## config.mk

```make
export PLATFORM = sky130hd
export DESIGN_NAME = writeback_queue
export DESIGN_NICKNAME = d
export VERILOG_FILES = /design/src/rtl/writeback_queue.sv
export SDC_FILE = /design/constraint.sdc
export NUM_CORES = 1
export LEC_CHECK = 0
export ABC_AREA = 1
export BUFFER_PORTS_ARGS = -buffer_cell sky130_fd_sc_hd__clkbuf_2
export CORE_UTILIZATION = 61
export DETAILED_ROUTE_END_ITERATION = 7
export PLACE_DENSITY_LB_ADDON = 0.3
export SLEW_MARGIN = 40
export SYNTH_ARGS = -nofsm -noshare
export SYNTH_HDL_FRONTEND = slang
export SYNTH_SLANG_ARGS = --single-unit
export TNS_END_PERCENT = 5
```

## constraint.sdc

```tcl
create_clock -name clk -period 3.7 [get_ports clk]
set_input_delay 0.37 -clock clk [delete_from_list [all_inputs] [get_ports clk]]
set_output_delay 0.37 -clock clk [all_outputs]
set_load 0.01 [all_outputs]
```

## src/rtl/writeback_queue.sv

```systemverilog
// writeback_queue
//   In-order writeback FIFO that merges ALU and load results into one
//   register-file write port. ALU results have fixed priority over loads.
//   Results aimed at register 0 complete their handshake and are dropped.
//   The head entry is popped into a registered output stage every cycle
//   the queue is non-empty, so each entry drives reg_write for one cycle.
//
// Ports
//   clk          clock, rising edge
//   reset        asynchronous active-low reset
//   alu_valid    ALU result offered
//   alu_index    ALU destination register
//   alu_data     ALU result data
//   alu_ready    queue can accept an ALU result
//   mem_valid    load result offered
//   mem_index    load destination register
//   mem_data     load result data
//   mem_ready    queue can accept a load result (not while ALU offers)
//   reg_write    register file write strobe
//   write_index  register file write index
//   write_data   register file write data
//   pending      one bit per register with a write still in flight
//   count        queued entries, excluding the output stage
module writeback_queue #(
  parameter int WIDTH    = 16,
  parameter int REG_BITS = 4,
  parameter int DEPTH    = 4,
  localparam int CW      = $clog2(DEPTH + 1),
  localparam int PW      = $clog2(DEPTH),
  localparam int NREG    = 1 << REG_BITS
) (
  input  logic                clk,
  input  logic                reset,
  input  logic                alu_valid,
  input  logic [REG_BITS-1:0] alu_index,
  input  logic [WIDTH-1:0]    alu_data,
  output logic                alu_ready,
  input  logic                mem_valid,
  input  logic [REG_BITS-1:0] mem_index,
  input  logic [WIDTH-1:0]    mem_data,
  output logic                mem_ready,
  output logic                reg_write,
  output logic [REG_BITS-1:0] write_index,
  output logic [WIDTH-1:0]    write_data,
  output logic [NREG-1:0]     pending,
  output logic [CW-1:0]       count
);

  typedef struct packed {
    logic [REG_BITS-1:0] idx;
    logic [WIDTH-1:0]    data;
  } entry_t;

  entry_t              mem_q [DEPTH];
  logic [PW-1:0]       wr_ptr_q, rd_ptr_q;
  logic [CW-1:0]       count_q, count_d;
  logic                reg_write_q;
  logic [REG_BITS-1:0] write_index_q;
  logic [WIDTH-1:0]    write_data_q;

  logic                not_full, alu_acc, mem_acc, push, pop;
  entry_t              in_ent;

  // Ready is held low during reset so no source sees a handshake then.
  assign not_full  = count_q < CW'(DEPTH);
  assign alu_ready = reset & not_full;
  assign mem_ready = reset & not_full & ~alu_valid;

  assign alu_acc   = alu_valid & alu_ready;
  assign mem_acc   = mem_valid & mem_ready;
  assign in_ent    = alu_acc ? '{idx: alu_index, data: alu_data}
                             : '{idx: mem_index, data: mem_data};

  // Register-0 writes handshake but never occupy a slot.
  assign push    = (alu_acc | mem_acc) & (in_ent.idx != '0);
  // Pop decision uses the pre-edge count, so a same-edge push is not popped.
  assign pop     = count_q != '0;
  assign count_d = count_q + CW'(push) - CW'(pop);

  // Storage needs no reset: slots are only read while count marks them valid.
  always_ff @(posedge clk) begin
    if (push) mem_q[wr_ptr_q] <= in_ent;
  end

  always_ff @(posedge clk or negedge reset) begin
    if (!reset) begin
      wr_ptr_q      <= '0;
      rd_ptr_q      <= '0;
      count_q       <= '0;
      reg_write_q   <= 1'b0;
      write_index_q <= '0;
      write_data_q  <= '0;
    end else begin
      count_q     <= count_d;
      reg_write_q <= pop;
      // DEPTH is a power of two, so pointer wrap is the natural overflow.
      if (push) wr_ptr_q <= wr_ptr_q + PW'(1);
      if (pop) begin
        rd_ptr_q      <= rd_ptr_q + PW'(1);
        write_index_q <= mem_q[rd_ptr_q].idx;
        write_data_q  <= mem_q[rd_ptr_q].data;
      end
    end
  end

  // Slot distance from the read pointer; a slot is live when it is closer
  // than count.
  logic [DEPTH-1:0][PW-1:0] slot_off;
  for (genvar g = 0; g < DEPTH; g++) begin : g_off
    assign slot_off[g] = PW'(g) - rd_ptr_q;
  end

  always_comb begin
    pending = '0;
    for (int i = 0; i < DEPTH; i++) begin
      if (CW'(slot_off[i]) < count_q) pending[mem_q[i].idx] = 1'b1;
    end
    if (reg_write_q) pending[write_index_q] = 1'b1;
    pending[0] = 1'b0;
  end

  assign reg_write   = reg_write_q;
  assign write_index = write_index_q;
  assign write_data  = write_data_q;
  assign count       = count_q;

endmodule
```

Word-level counts from Yosys, hierarchy flattened
Memories as Yosys holds them, arrays and structs flattened. A register that Yosys moved wholly into a read port is not among the register bits.
Cells that the tools add are included.
Storage, ports and cells
  register bits after elaboration: 8
  memory bits (writable): 80
  output and inout bits: 42
  word-level logic and storage cells: 65
  memories: 1
Cells by class
  add/sub/neg operators: 8
  magnitude comparators: 15
  mux-type cells: 18
  bitwise gates (word level): 11
  reduce and logical (&&, ||, !) cells: 8
Memory list
  mem_q: words 4, width 20, read ports 5, clocked after Yosys merged registers in 1, wr ports 1, line 54  | entry_t mem_q [DEPTH];
Operators with widths (number)
  2-to-1 mux 16 bit: 5
  bitwise OR 16 bit: 4
  < comparator 4 x 5 -> 1 bit (second input constant): 5
  demux 1 bit (select 4 bit): 5
  greater-or-equal comparator 4 x 1 -> 1 bit (second input constant): 5
  2-to-1 mux 20 bit: 1
  < comparator 2 x 3 -> 1 bit: 4
  2-to-1 mux 1 bit: 7
  AND 1 bit: 5
  logical AND 1 bit: 5
  adder 2 x 1 -> 2 bit (second input constant): 2
  nonzero test 4 bit: 1
  subtractor 1 x 2 -> 2 bit (first input constant): 2
  subtractor 2 bit (first input constant): 2
  adder 3 x 1 -> 3 bit: 1
  < comparator 3 bit (second input constant): 1
  nonzero test 3 bit: 1
  subtractor 3 x 1 -> 3 bit: 1
  logical NOT 1 bit: 1
  inverter 1 bit: 1
  bitwise OR 1 bit: 1

Longest topological paths before layout
Gate-level depths: netlist (run 1).
An unclocked memory read counts as a cell.
  word-level depth: 14
  gate-level depth with buffers: 13
  depth with buffers taken out: 12

Least setup slack after synthesis (run 1)
No wires, ideal clock.
  kind: register to register
  from: reg count_q[2] (netlist: count[2])
  to: mem mem_q[0][0] (netlist name) (enable)
  library setup time: 0.397 ns
  data arrival time: 1.981 ns
  slack: 1.322 ns
  stages on the path, launching flop included: 9
  buffers on the path: 1
  path through: dfrtp_1 inv_2 buf_6 nand4_1 nand2_4 nor2_4 nand2_2 nand2_4 nor2_1
RTL lines
  start: declaration: line 56  | logic [CW-1:0] count_q, count_d;
  start signal: assignment: line 94  | count_q <= count_d;
  end: declaration: line 54

Worst setup path after layout (run 1)
  from: reg rd_ptr_q[1]
  to: out pending[4]
On the way
  word-level cells in the longest chain between the ends: 11
RTL lines
  start: declaration: line 55  | logic [PW-1:0] wr_ptr_q, rd_ptr_q;
  start signal: assignment: line 99  | rd_ptr_q <= rd_ptr_q + PW'(1);
  subtractor 1 x 2 -> 2 bit: line 110  | assign slot_off[g] = PW'(g) - rd_ptr_q;
  < comparator 2 x 3 -> 1 bit: line 116  | if (CW'(slot_off[i]) < count_q) pending[mem_q[i].idx] = 1'b1;
  2-to-1 mux 16 bit: line 116
  bitwise OR 16 bit (no source line)
  2-to-1 mux 16 bit: line 116
  bitwise OR 16 bit (no source line)
  2-to-1 mux 16 bit: line 116
  bitwise OR 16 bit (no source line)
  2-to-1 mux 16 bit *: line 116
  bitwise OR 16 bit (no source line)
  2-to-1 mux 16 bit *: line 118  | if (reg_write_q) pending[write_index_q] = 1'b1;
  end: declaration: line 45  | output logic [NREG-1:0] pending,
Mark *: on every way between the ends. The rest lies on a longest branch, timed or not.

==> metrics.cfg, run 1 <==
[setup_path]
path_common_cell = nand2_1
r2r_setup_slack_ns = 1.03
path_buf_inv = 5
critPathKind = register to primary output
slowest_delay_ns = 0.45
crit_path_start_kind = register
r2r-end = count[2]
crit_start = rd_ptr_q[1]
cp.required_ns = 3.33
crit_cells = 14
worstPathArrival_ns = 2.68
cp_cell_sequence = nor2_1 -> buf_4 -> inv_1 -> nand2_1 -> inv_1 -> ha_1 -> nand3_1 -> nand2_1 -> nor2_1 -> nand2_1 -> nand2_1 -> inv_1 -> nand3_1 -> clkbuf_2
cpLargestDelayFamily = simple AND/OR/NAND/NOR gates
r2r_start = count[2]
crit_end = pending[4]
rr_worst_depth = 10
cp-end-kind = primary output
crit_fanout = 21
critPathSlowestCell = dfrtp_1

[floorplan]
die_y_um = 96.6
core_sq_mm = 0.00868
rows = 34
die_x_um = 96.6
initial_core_util = 0.628
io_pins = 86
die-area_sq_mm = 0.00932

[layout]
drive_above_1_share = 0.219
diodes = 0
areaGrowthSynthToFinish_pct = 13.6
nets = 734
fillers = 668
finalInstanceArea_sq_mm = 0.00620
multi_input_area_sq_mm = 0.00204
register_area_sq_mm = 0.00310

[grt]
use_met3 = 0.0595
grtUsageMet2 = 0.492
overflow = 0
grt_start_max_net_pins = 27
grt_pass1_vias = 4135
use_met1 = 0.347
grt_antenna_before_repair = 0
busiest_layer = met2
grt_usage = 0.288
grt_pass1_wl_mm = 19.5

[place]
placement.io_buffers = 84
place_area_sq_mm = 0.00600
place.gp.congestion = 0.975
hpwl_mm = 9.02

[sta]
drv_slew = 0
fin_crit_sh = 0.824
fmax_mhz = 328
hold_violations = 0
fin_skew_ns = 0.00678
fin_crit_ns = 3.05
report.final.setup_viol = 0
slew_headroom = 0.551
worstMarginPinSlew_ns = 0.673
tns_ns = 0
rsz0062_at_grt = false

[route]
routedWlPerCell_um = 16.0
drt_iter0_markers = 274
postRouteAntennaNets = 0
drc_errors = 0
routed_wirelength_mm = 12.7
drt_pre_antenna_iters = 7
via_per_inst = 5.59
vias = 4427

[synthesis]
synth_edf_count = 80
synth-seq-cells = 108
syn_inst = 589
synth_flop_cell = edfxtp_1
synth.avg_cell_area_sq_um = 9.26
seq_area_frac_synth = 0.569
ys_types = 37
asyncSetResetFlopFracSynth = 0.259
yosys_warnings = 0
synth_fp_nets = 644
synth_area_sq_mm = 0.00545

[cts]
clkSinkCount = 108
hold_buffers = 1
cts_buffer_depth = 2
path_clk_slew_ns = 0.10
cts_tree = done
postCtsResizedCells = 0
insertion_delay_ns = 0.36
cts_buffers = 9
cts_root_buf = clkbuf_8
postCtsSetupBuffers = 0
cts_max_level = 3

[hold_path]
min_from = alu_data[15]
hold_path.class = input pin to register

[run_status]
status = complete, no violations

[pwr]
p_leak_nw = 2.82
ir_drop_mv = 0.357
powerDensity_mw_per_mm2 = 724
power_mw = 4.49

[run]
maxCapViolations = 0

worst reg2reg max path: cells and delay by family, from the launching register on:
kind	cells	cell delay [ns]
XOR/XNOR	1	0.17
adder cells (fa/ha/maj)	3	0.85
buffers and inverters	3	0.57
flip-flops	1	0.47
AND/OR/NAND/NOR	3	0.51
metrics by stage:
stage,utilization,worst slack (ns),std cells,hold slack (ns)
6_report,0.714,0.651,792,0.331
5_1_grt,0.714,0.430,792,0.330
4_1_cts,0.714,0.696,792,0.323
3_5_place_dp,0.691,1.06,775,0.234
3_3_place_gp,0.691,1.19,775,0.226
2_1_floorplan,-,1.32,589,0.0744
cell usage after synthesis, types with 2 or more instances:
cell / instances / area [sq um]
mux2_4: 2 / 30.0
o21ai_1: 3 / 15.0
xor2_1: 2 / 17.5
nand4_1: 17 / 106
inv_2: 2 / 7.51
nor2_1: 50 / 188
nand2_2: 5 / 31.3
nand3b_1: 7 / 52.6
o22ai_1: 9 / 56.3
nand2_1: 231 / 867
inv_1: 58 / 218
clkbuf_1: 3 / 11.3
buf_4: 2 / 15.0
nand2_4: 5 / 56.3
nor2_4: 2 / 22.5
dfrtp_1: 28 / 701
o21ai_0: 4 / 20.0
a22oi_1: 4 / 30.0
edfxtp_1: 80 / 2400
nand3_1: 23 / 115
buf_2: 8 / 40.0
nand3_2: 2 / 20.0
or2_2: 2 / 12.5
mux2_2: 14 / 158
buf_6: 3 / 33.8
ha_1: 10 / 125
o2111ai_1: 3 / 26.3
area by class of cell:
class	count	area share
Tap cell	108	0.0218
Clock buffer	10	0.0206
Timing Repair Buffer	95	0.0816
Inverter	61	0.0369
Clock inverter	6	0.00969
Sequential cell	108	0.501
Multi-Input combinational cell	404	0.329
registers in the layout, summed over array words and instances (netlist names):
register / cells
rd_ptr_q: 2
reg_write: 1
write_data: 16
write_index: 4
wr_ptr_q: 2
count: 3
mem_q: 80
where the power goes:
group	internal, mW	total [mW]	switching [mW]
logic	0.672	2.02	1.34
registers	1.61	1.81	0.195
clock network	0.259	0.662	0.403
worst min-delay path by stage:
stage                        end  cells past startpoint
floorplan               count[0]                      0
global placement        count[1]                      1
detailed placement      count[2]                      1
CTS                 mem_q[3][15]                      2
global route        mem_q[0][15]                      2
finish              mem_q[1][15]                      2
kinds of logic after synthesis:
| kind of cell | share of synthesized area |
|---|---|
| AOI/OAI and AO/OA | 0.0305 |
| adders and majority gates | 0.0266 |
| other | 0.000688 |
| muxes | 0.0344 |
| buffers and inverters | 0.0603 |
| and+or+nand+nor | 0.274 |
| DFF | 0.569 |
| xor gates and xnor gates | 0.00482 |
cell usage in the layout, fill, tap and decap left out, types with 2 or more instances in the layout:
cell        instances
o22ai_1             9
o21ai_0             4
dfrtp_1            28
ha_1               10
nand3_2             2
clkinvlp_4          2
a22oi_1             4
edfxtp_1           80
clkbuf_2           84
nand2_1           231
mux2_4              2
nand3b_1            7
clkbuf_8            9
nand2_4             5
nand3_1            23
mux2_2             14
inv_1              58
nor3_2              2
nand4_1            17
nor2_1             46
o21ai_1             3
or2_2               2
buf_4              10
nor2_2              5
xor2_1              2
inv_2               2
nor2_4              2
nand2_2             5
o2111ai_1           3
metal layers:
layer	up-vias	part of all wire
met5	-	0
met4	0	0.034
met3	44	0.074
met2	220	0.50
met1	2063	0.39
li1	2100	-
No activity file was read; power rests on OpenSTA's default activity.
==> run 2: changes to the inputs <==
--- a/config.mk
+++ b/config.mk
@@ -7,7 +7,7 @@
 export LEC_CHECK = 0
 export ABC_AREA = 1
 export BUFFER_PORTS_ARGS = -buffer_cell sky130_fd_sc_hd__clkbuf_2
-export CORE_UTILIZATION = 61
+export CORE_UTILIZATION = 57
 export DETAILED_ROUTE_END_ITERATION = 7
 export PLACE_DENSITY_LB_ADDON = 0.3
 export SLEW_MARGIN = 40
==> constraint.sdc (replaced) <==
create_clock -name clk -period 3 [get_ports clk]
set_input_delay 0.3 -clock clk [delete_from_list [all_inputs] [get_ports clk]]
set_output_delay 0.3 -clock clk [all_outputs]
set_load 0.01 [all_outputs]
==> run 2 against run 1 <==
Non-clock buffer count unchanged; via count decreased by 4.3%; largest cell class unchanged; sequential power increased by 22%; die area increased by 6.9%; clock skew increased by 0.0089 ns; flip-flop and latch count unchanged; final area increased by 0.34%.
==> metrics.cfg, run 2 (same netlist as run 1, synthesis figures left out) <==
[run_status]
status = complete, no violations

[layout]
diodes = 0  ; unchanged
finalInstanceArea_sq_mm = 0.00622  ; +0.34%
nets = 734  ; unchanged
regMostFlops = mem_q
mostFrequentLayoutCells = 231 x nand2_1, 84 x clkbuf_2, 80 x edfxtp_1
finalNonFillerCells = 813  ; +2.7%
areaGrowthSynthToFinish_pct = 14.0
final_common_cell = nand2_1
utilization = 0.673  ; -0.0411
drive_above_1_share = 0.219  ; unchanged
fillers = 741  ; +11%
largest_reg_flops = 80  ; unchanged

[route]
routedWlPerCell_um = 15.4  ; -3.7%
drt_pre_antenna_iters = 5  ; -2
drc_errors = 0  ; unchanged
vias = 4238  ; -4.3%
via_per_inst = 5.21  ; -6.7%
routed_wirelength_mm = 12.5  ; -1.1%
postRouteAntennaNets = 0  ; unchanged
drt_iter0_markers = 231  ; -16%

[hold_path]
hold_depth = 2  ; unchanged
hold_path.class = input pin to register

[setup_path]
slowest_delay_ns = 0.44  ; about the same
cp.required_ns = 2.70  ; -0.63 ns
cp-end-kind = primary output
crit_fanout = 11  ; -48%
cp_cell_sequence = nand2_1 -> nand2_1 -> inv_1 -> ha_1 -> nand3_1 -> nand2_1 -> nor2_1 -> nand2_1 -> nand2_1 -> inv_1 -> nand3_1 -> clkbuf_2
path_common_cell = nand2_1
rr_worst_depth = 12  ; +2
crit_path_start_kind = register
worstPathArrival_ns = 2.43  ; -0.25 ns
critPathSlowestCell = dfrtp_1
critPathKind = register to primary output

[sta]
worstMarginPinSlew_ns = 0.597  ; -0.0762 ns
drv_slew = 0  ; unchanged
hold_violations = 0  ; unchanged
fmax_mhz = 366
rsz0062_at_grt = false
slew_headroom = 0.599  ; +0.0488
report.final.setup_viol = 0  ; unchanged
tns_ns = 0  ; unchanged
fin_skew_ns = 0.0157  ; +0.00888 ns
fin_crit_ns = 2.73
fin_crit_sh = 0.911

[grt]
grt_antenna_before_repair = 0  ; unchanged
overflow = 0  ; unchanged
grt_pass1_wl_mm = 19.7  ; +1.1%
grt_usage = 0.264  ; -0.0239
grt_pass1_vias = 4030  ; -2.5%
grt_start_max_net_pins = 27  ; unchanged

[floorplan]
core_sq_mm = 0.00924  ; +6.5%
io_pins = 86  ; unchanged
rows = 35  ; +2.9%
die-area_sq_mm = 0.00996  ; +6.9%
initial_core_util = 0.590  ; -0.0382
die_y_um = 99.8  ; +3.4%
die_x_um = 99.8  ; +3.4%

[cts]
path_clk_slew_ns = 0.10  ; about the same
cts_buffer_depth = 2  ; unchanged
cts_buffers = 9  ; unchanged
clkSinkCount = 108  ; unchanged
postCtsResizedCells = 0  ; unchanged
cts_root_buf = clkbuf_8
cts_tree = done
insertion_delay_ns = 0.36  ; about the same
cts_max_level = 3  ; unchanged

[pwr]
powerDensity_mw_per_mm2 = 883  ; +22%
power_mw = 5.49  ; +22%
ir_drop_mv = 0.484  ; +35%
p_leak_nw = 2.82  ; about the same

[place]
placement.io_buffers = 84  ; unchanged
place_area_sq_mm = 0.00603  ; +0.44%
post-place-cells = 796  ; +2.7%
hpwl_mm = 9.00  ; -0.15%
place.gp.congestion = 0.936  ; -4.0%

[run]
maxCapViolations = 0  ; unchanged

==> run 2: per-stage QoR <==
stage	hold slack [ns]	worst slack (ns)
2_1_floorplan	0.00441	0.622
3_3_place_gp	0.149	0.608
3_5_place_dp	0.158	0.545
4_1_cts	0.250	0.269
5_1_grt	0.262	0.0553
6_report	0.261	0.266
==> run 2: repair_timing <==
item                                   in CTS  in global routing
setup buffers                               0                  0
endpoints found under the hold margin       3                  0
hold buffers                                1                  0
==> run 2: where the power goes <==
group | internal [mW] | switching (mW) | total [mW]
combinational | 0.825 | 1.64 | 2.47
sequential | 1.99 | 0.223 | 2.21
clock | 0.318 | 0.490 | 0.808
total | 3.13 | 2.35 | 5.49
==> run 2: final cells by class <==
cell class                 instances  area (sq um)  share of cell area
clock buffer                      10           128              0.0205
inverter                          61           229              0.0368
sequential                       108          3100               0.499
multi-input combinational        404          2040               0.328
tap                              129           161              0.0260
timing repair buffer              95           505              0.0813
clock inverter                     6          55.1             0.00885
==> run 2: layer usage <==
metal	vias to the layer above	track usage	wire length, um
li1	2095	-	-
met1	1963	0.331	5250
met2	155	0.468	6370
met3	25	0.0320	669
met4	0	0.101	236
met5	-	0	0
==> run 2: path summary, 6_finish.rpt <==
check	end	slack [ns]	start
setup reg to reg	count[2]	0.52	count[2]
hold / removal	mem_q[1][15]	0.26	alu_data[15]
setup / recovery	pending[4]	0.27	rd_ptr_q[1]
min in group asynchronous	count[1]	0.41	reset
max in group asynchronous	write_index[3]	1.95	reset
hold reg to reg	write_data[1]	0.49	write_data[1]
==> run 2: critical path: cells and delay by family (launching register included) <==
family / cells / cell delay, ns
and+or+nand+nor: 8 / 1.13
DFF: 1 / 0.44
buffers and inverters: 3 / 0.23
adders and majority gates: 1 / 0.27
